==> src/rtl/nth_root_fx.sv <==
// Fixed-point k-th root: floor(x^(1/k) * 2^FRAC_W) by bit-by-bit trial with one multiply per cycle.
// Define ROOT_ROUND_EN to search one guard bit deeper and return a round-half-up result.
module nth_root_fx #(
  parameter int DIN_W  = 10,
  parameter int EXP_W  = 3,
  parameter int FRAC_W = 10,
  parameter int RES_W  = DIN_W + FRAC_W
) (
  input  logic               clk,
  input  logic               rst,
  input  logic               in_valid,
  output logic               in_ready,
  input  logic [DIN_W-1:0]   in_data,
  input  logic [EXP_W-1:0]   in_exp,
  output logic               out_valid,
  input  logic               out_ready,
  output logic [RES_W-1:0]   out_data,
  output logic               out_err
);

`ifdef ROOT_ROUND_EN
  localparam int GUARD = 1;
`else
  localparam int GUARD = 0;
`endif
  localparam int SW   = RES_W + GUARD;          // search width
  localparam int FS   = FRAC_W + GUARD;         // target shift per unit of k
  localparam int KMAX = (1 << EXP_W) - 1;
  localparam int XW   = DIN_W + FS * KMAX;      // widest target X
  localparam int PW   = XW + SW;                // full product width

  typedef enum logic [1:0] {IDLE, MUL, DECIDE, DONE} state_e;

  state_e             state_q, state_d;
  logic [DIN_W-1:0]   x_q, x_d;
  logic [EXP_W-1:0]   k_q, k_d;
  logic [EXP_W-1:0]   j_q, j_d;
  logic [SW-1:0]      res_q, res_d;
  logic [SW-1:0]      mask_q, mask_d;
  logic [XW-1:0]      acc_q, acc_d;
  logic               over_q, over_d;
  logic [RES_W-1:0]   data_q, data_d;
  logic               err_q, err_d;

  logic [XW-1:0]      target;
  logic [SW-1:0]      cand;
  logic [PW-1:0]      prod;
  logic               prod_over;
  logic               keep_bit;
  logic               exact;
  logic [SW-1:0]      res_set;
  logic [SW-1:0]      mask_next;
  logic [RES_W-1:0]   res_final;

  assign target    = XW'(x_q) << (FS * int'(k_q));
  assign cand      = res_q | mask_q;
  assign prod      = PW'(acc_q) * PW'(cand);
  assign prod_over = prod > PW'(target);
  // acc only ever holds c^k when no overflow occurred, so it is compared exactly here
  assign keep_bit  = !over_q && (acc_q <= target);
  assign exact     = keep_bit && (acc_q == target);
  assign res_set   = keep_bit ? (res_q | mask_q) : res_q;
  assign mask_next = mask_q >> 1;

`ifdef ROOT_ROUND_EN
  logic [SW:0] rnd;
  assign rnd       = ({1'b0, res_set} + (SW+1)'(1)) >> 1;
  assign res_final = (rnd > (SW+1)'({RES_W{1'b1}})) ? {RES_W{1'b1}} : rnd[RES_W-1:0];
`else
  assign res_final = res_set;
`endif

  assign in_ready  = (state_q == IDLE);
  assign out_valid = (state_q == DONE);
  assign out_data  = data_q;
  assign out_err   = err_q;

  // NOTE: every variable gets a default first so no path can infer a latch.
  always_comb begin
    state_d = state_q;
    x_d     = x_q;
    k_d     = k_q;
    j_d     = j_q;
    res_d   = res_q;
    mask_d  = mask_q;
    acc_d   = acc_q;
    over_d  = over_q;
    data_d  = data_q;
    err_d   = err_q;
    case (state_q)
      IDLE: begin
        if (in_valid) begin
          x_d    = in_data;
          k_d    = in_exp;
          data_d = '0;
          err_d  = 1'b0;
          if (in_exp == '0) begin
            err_d   = 1'b1;
            state_d = DONE;
          end else if (in_exp == EXP_W'(1)) begin
            data_d  = RES_W'(in_data) << FRAC_W;
            state_d = DONE;
          end else if (in_data == '0) begin
            state_d = DONE;
          end else begin
            res_d   = '0;
            mask_d  = {1'b1, {(SW-1){1'b0}}};
            acc_d   = XW'({1'b1, {(SW-1){1'b0}}});
            j_d     = EXP_W'(1);
            over_d  = 1'b0;
            state_d = MUL;
          end
        end
      end
      MUL: begin
        if (prod_over) over_d = 1'b1;
        else           acc_d  = prod[XW-1:0];
        j_d = j_q + EXP_W'(1);
        if (prod_over || ((j_q + EXP_W'(1)) == k_q)) state_d = DECIDE;
      end
      DECIDE: begin
        res_d = res_set;
        if (exact || mask_q[0]) begin
          data_d  = res_final;
          state_d = DONE;
        end else begin
          mask_d  = mask_next;
          acc_d   = XW'(res_set | mask_next);
          j_d     = EXP_W'(1);
          over_d  = 1'b0;
          state_d = MUL;
        end
      end
      DONE: begin
        if (out_ready) begin
          data_d  = '0;
          err_d   = 1'b0;
          state_d = IDLE;
        end
      end
      default: state_d = IDLE;
    endcase
  end

  // NOTE: sequential state uses non-blocking assignments so all flops update together.
  always_ff @(posedge clk or posedge rst) begin
    if (rst) begin
      state_q <= IDLE;
      x_q     <= '0;
      k_q     <= '0;
      j_q     <= '0;
      res_q   <= '0;
      mask_q  <= '0;
      acc_q   <= '0;
      over_q  <= 1'b0;
      data_q  <= '0;
      err_q   <= 1'b0;
    end else begin
      state_q <= state_d;
      x_q     <= x_d;
      k_q     <= k_d;
      j_q     <= j_d;
      res_q   <= res_d;
      mask_q  <= mask_d;
      acc_q   <= acc_d;
      over_q  <= over_d;
      data_q  <= data_d;
      err_q   <= err_d;
    end
  end

endmodule
==> config.mk <==
export PLATFORM = sky130hd
export DESIGN_NAME = nth_root_fx
export DESIGN_NICKNAME = d
export VERILOG_FILES = /design/src/rtl/nth_root_fx.sv
export SDC_FILE = /design/constraint.sdc
export NUM_CORES = 2
export LEC_CHECK = 0
export ABC_CLOCK_PERIOD_IN_PS = 32600
export BUFFER_PORTS_ARGS = -buffer_cell sky130_fd_sc_hd__clkbuf_2
export CORE_MARGIN = 4
export CORE_UTILIZATION = 34
export CTS_BUF_LIST = sky130_fd_sc_hd__clkbuf_16
export DETAILED_ROUTE_END_ITERATION = 8
export MAX_ROUTING_LAYER = met4
export SLEW_MARGIN = 15
export SYNTH_ARGS = -nofsm -noshare
export SYNTH_HDL_FRONTEND = slang
export SYNTH_SLANG_ARGS = --single-unit
==> constraint.sdc <==
create_clock -name clk -period 32.6 [get_ports clk]
set_input_delay 1.63 -clock clk [delete_from_list [all_inputs] [get_ports clk]]
set_output_delay 1.63 -clock clk [all_outputs]
set_load 0.02 [all_outputs]
# Yosys cells after proc, flatten, opt, wreduce, memory -nomap -nowiden
# Cells that the tools add are included.
[totals]
inputBits = 17
regBits = 160
wordCells = 105
out_inout_bits = 23
[op_classes]
bitwise_logic = 2
n_mux = 50
n_lt_le_gt_ge = 2
n_addsub = 1
n_mul = 2
reduce_logical = 21
n_shift = 1
n_eq_ne = 16
[ops]
columns = ["op", "n"]
rows = [
  ["$mux W80", 6],
  ["$mux W20", 15],
  ["$pmux W80 S3", 1],
  ["$gt A100 B80 Y1", 1],
  ["$mul A80 B20 Y100", 1],
  ["$eq A80 B80 Y1", 1],
  ["$le A80 B80 Y1", 1],
  ["$pmux W20 S2", 2],
  ["$shl A10 B7 Y80", 1],
  ["$pmux W20 S3", 1],
  ["$or A20 B19 Y20", 1],
  ["$or A20 B20 Y20", 1],
  ["$ne A2 B2 Y1 const B", 9],
  ["$mux W3", 5],
  ["$mux W2", 7],
  ["$reduce_and A7 Y1", 2],
  ["$reduce_and A6 Y1", 2],
  ["$logic_not A10 Y1", 1],
  ["$mux W1", 9],
  ["$pmux W3 S3", 1],
  ["$pmux W2 S4", 1],
  ["$mul A3 B3 Y6 const A", 1],
  ["$reduce_and A3 Y1", 2],
  ["$reduce_bool A3 Y1", 2],
  ["17 further kinds", 21],
]

# Logic depth before layout (Yosys ltp)
[depth]
depth_word = 8
depth_mapped = 48
ltp_nobuf = 41

# Least setup slack after synthesis
# OpenSTA, ideal clock, no wires.
[synth_timing]
kind = "register to register"
from = "register mask_q[5]"
to = "register acc_q[65]"
required_ns = 32.479
stages_incl_launch_ff = 47
slack_ns = 21.997
arrival_time_ns = 10.482
period_less_slack_ns = 10.603
path_buffers = 7
setup_ns = 0.121
cell_sequence = "dfrtp_1 > or2_2 > clkbuf_1 > clkbuf_1 > nand2_1 > fa_1 > inv_1 > fa_1 > inv_1 > fa_1 > inv_1 > fa_1 > inv_1 > fa_1 > inv_1 > fa_1 > inv_1 > fa_1 > [11 not listed] > xor2_1 > ha_1 > and2_0 > a221o_1 > a2111oi_0 > a21o_1 > o2111ai_1 > a2111oi_0 > nand4_1 > nor4_1 > nand4_1 > or3_1 > buf_2 > a21o_1 > buf_6 > buf_6 > buf_6 > a22o_1"
[synth_between]
elab_chain_len = 5
elab_cells_between_ends = 7
classes_between = "mul (1); order compare (1); eq/ne (1); mux (2); bitwise (1); reduce/logical (1)"
[synth_rtl]
columns = ["item", "line", "source"]
rows = [
  ["start, declared", "39", "logic [SW-1:0] mask_q, mask_d;"],
  ["start signal, assigned", "164", "mask_q <= mask_d;"],
  ["$or A20 B20 Y20 *", "56", "assign cand = res_q | mask_q;"],
  ["$mul A80 B20 Y100 *", "57", "assign prod = PW'(acc_q) * PW'(cand);"],
  ["$gt A100 B80 Y1", "58", "assign prod_over = prod > PW'(target);"],
  ["$ne A2 B2 Y1 (no line)", "-", ""],
  ["$reduce_and A7 Y1 (no line)", "-", ""],
  ["end signal, assigned", "154", "acc_q <= '0;"],
  ["end signal, assigned", "165", "acc_q <= acc_d;"],
  ["end, declared", "40", "logic [XW-1:0] acc_q, acc_d;"],
]
# Mark *: on every way between the ends. The rest lies on a longest branch, timed or not. The select of a mux whose other input is x is not followed.
# A chain may end at the register's enable or synchronous reset.

# Final worst setup path
[layout_timing]
from = "register mask_q[11]"
to = "register acc_q[13]"
# The elaborated chain is that of the path after synthesis.

==> results.json <==
{
  "fin_util_pct": 35.9,
  "globalRoute.totalOverflow": 0,
  "slew_headroom_pct": 17.3,
  "setup_violations": 0,
  "ys_warn_count": 0,
  "cap_viol_max_count": 0,
  "worstPathArrival_ps": 13910,
  "synth_cell_types": 83,
  "start_util_pct": 34.4,
  "numCtsBuffers": 17,
  "fin_nets": 8711,
  "grt_pass1_wl_mm": 307,
  "num-fill-cells": 18600,
  "dieArea_um2": 188000,
  "grt_max_degree": 96,
  "gp_congestion": 0.966,
  "io_pins": 40,
  "ctsResizeCount": 0,
  "die_w_um": 434,
  "wl_per_cell_um": 20.6,
  "seq_area_frac_synth_pct": 6.50,
  "die_y_um": 434,
  "fin_crit_sh_pct": 41.6,
  "core_area_um2": 179000,
  "grt.met1_usage_pct": 28.2,
  "hold_buffers": 0,
  "dr.pass1.iters": 5,
  "io_buffers": 39,
  "ctsHtreeMaxLevel": 4,
  "area_growth_syn_to_layout_pct": 4.37,
  "synthCells": 7227,
  "post_synth.cell_area_avg_um2": 8.52,
  "layout_commonest_cell": "inv_1",
  "use_met3_pct": 2.14,
  "ant_nets": 0,
  "hpwlAfterDp_mm": 153,
  "cpPeakStageDelay_ps": 670,
  "use_met2_pct": 35.9,
  "hp-class": "reg -> reg",
  "start_kind": "flop",
  "finalWirelength_mm": 191,
  "antenna_found_initial": 10,
  "cts_buffer_depth": 2,
  "cp-end-kind": "flop",
  "finalHoldViolations": 0,
  "period_needed_ps": 13560,
  "drc_errors": 0,
  "crit_type": "reg -> reg",
  "mostFrequentLayoutCells": "inv_1, nand2_1, fa_1",
  "fmax_mhz": 73.7,
  "crit_required_ps": 32950,
  "first_global_vias": 52900,
  "cellPowerDensity_nw_per_um2": 21.6,
  "vdd_drop_max_uv": 59.7,
  "clkTransAtPathRegs_ps": 80,
  "crit_top_cell": "fa_1",
  "finalClockSkew_ps": 13.6,
  "cts.sinks": 160,
  "grt_busiest_layer": "met2",
  "rsz0062_at_grt": "false",
  "status": "completed",
  "syn_area_um2": 61600,
  "setup_tns_ps": 0,
  "synth_edf_count": 0,
  "worst_pin_slew_ps": 1240,
  "cts_tree": "yes",
  "drive_gt1_share_pct": 3.56,
  "async_flop_share_pct": 100,
  "ys.flop_type": "dfrtp_1",
  "clk_latency_ps": 470,
  "dr.first_iter.drc_count": 3294,
  "grtUsageTotal_pct": 21.4,
  "ys_ff_latch": 160,
  "synth_fp_nets": 9022,
  "drv_slew": 0,
  "cts_setup_buffers": 0,
  "path_max_fanout": 43,
  "root_buffer": "clkbuf_16",
  "power.leakage_nw": 32.0,
  "cp_slowest_cell": "a211oi_2",
  "vias": 48400,
  "rows": 155,
  "viasPerCell": 5.22
}
kinds of logic (layout without fill, tap and decap cells):
kind of cell	after synthesis	after routing	share of synthesized area (%)
AND/OR/NAND/NOR	2413	2413	17.9
buffers and inverters	1938	1640	12.0
multiplexers	49	49	0.880
flip-flops	160	160	6.50
other	0	2	0
XOR/XNOR	93	93	1.32
adder cells (fa/ha/maj)	1778	1778	53.2
AO/OA/AOI/OAI	796	796	8.22
state kept, by name, summed over array words and instances (netlist names):
| signal | flops |
|---|---|
| over_q | 1 |
| mask_q | 20 |
| out_data | 20 |
| out_err | 1 |
| k_q | 3 |
| acc_q | 80 |
| state_q | 2 |
| res_q | 20 |
| x_q | 10 |
| j_q | 3 |
area by class of cell:
class	instances	area (um2)	share of cell area, %
Sequential cell	160	4000	6.23
Tap cell	2355	2950	4.59
Inverter	1475	5540	8.62
Antenna cell	2	5.00	0.00779
Timing Repair Buffer	133	901	1.40
Multi-Input combinational cell	5129	50300	78.2
Clock buffer	17	425	0.662
Clock inverter	15	181	0.282
metrics by stage:
step	std cells	total power [W]	setup slack [ps]	cell area (um2)	hold WS, ps
finish	9286	0.00139	19040	64300	480
detailed placement	9252	0.00115	19350	63600	469
CTS	9284	0.00137	19210	64300	486
global route	9286	0.00147	18440	64300	508
global placement	9252	0.00114	19710	63600	456
floorplan	7227	0.000863	22000	61600	443
per-layer routing:
metal	vias up	wire (um)
met5	-	0
met4	0	4470
met3	270	10400
met2	1541	94000
met1	25500	82000
li1	21100	-
cells in the mapped netlist (20+ instances only):
library cell | number | area share, %
nor2_1 | 162 | 0.99
a21oi_1 | 244 | 2.0
mux2_2 | 21 | 0.38
nand4_1 | 90 | 0.91
a22o_1 | 75 | 1.1
inv_1 | 1475 | 9.0
dfrtp_1 | 160 | 6.5
mux2_1 | 20 | 0.37
nor4_1 | 24 | 0.24
or2_2 | 37 | 0.38
nand3_1 | 46 | 0.37
ha_1 | 378 | 7.7
buf_2 | 32 | 0.26
o21ai_0 | 175 | 1.4
xnor2_1 | 52 | 0.74
xor2_1 | 41 | 0.58
clkbuf_1 | 413 | 2.5
a22oi_1 | 28 | 0.34
and2_1 | 491 | 5.0
nand2_1 | 1455 | 8.9
nor3_1 | 27 | 0.22
fa_1 | 1400 | 46
nor2b_1 | 23 | 0.23
a21o_1 | 97 | 1.2
where the power goes:
| part | internal [W] | leakage [nW] | switching, W |
|---|---|---|---|
| clock network | 0.000111 | 0.296 | 0.000104 |
| logic | 0.000255 | 29.6 | 0.000666 |
| registers | 0.000220 | 2.19 | 0.0000342 |
final timing paths:
kind	startpoint	end	slack (ps)	depth (start not counted)
min	j_q[1]	j_q[1]	480	2
max	mask_q[11]	acc_q[13]	19040	41
max in group asynchronous	rst	acc_q[58]	29750	3
min reg2reg	j_q[1]	j_q[1]	480	2
min in group asynchronous	rst	out_data[10]	1320	2
max reg2reg	mask_q[11]	acc_q[13]	19040	41
worst max-delay path, delay by kind of cell, from the launching register on:
| kind | cells | cell delay (ps) |
|---|---|---|
| xor+xnor | 1 | 350 |
| flops | 1 | 460 |
| buf+inv | 7 | 1540 |
| fa+ha+maj | 9 | 3860 |
| compound gates | 15 | 4640 |
| simple gates | 8 | 2100 |
| mux | 1 | 390 |
No activity file was read; power rests on OpenSTA's default activity.
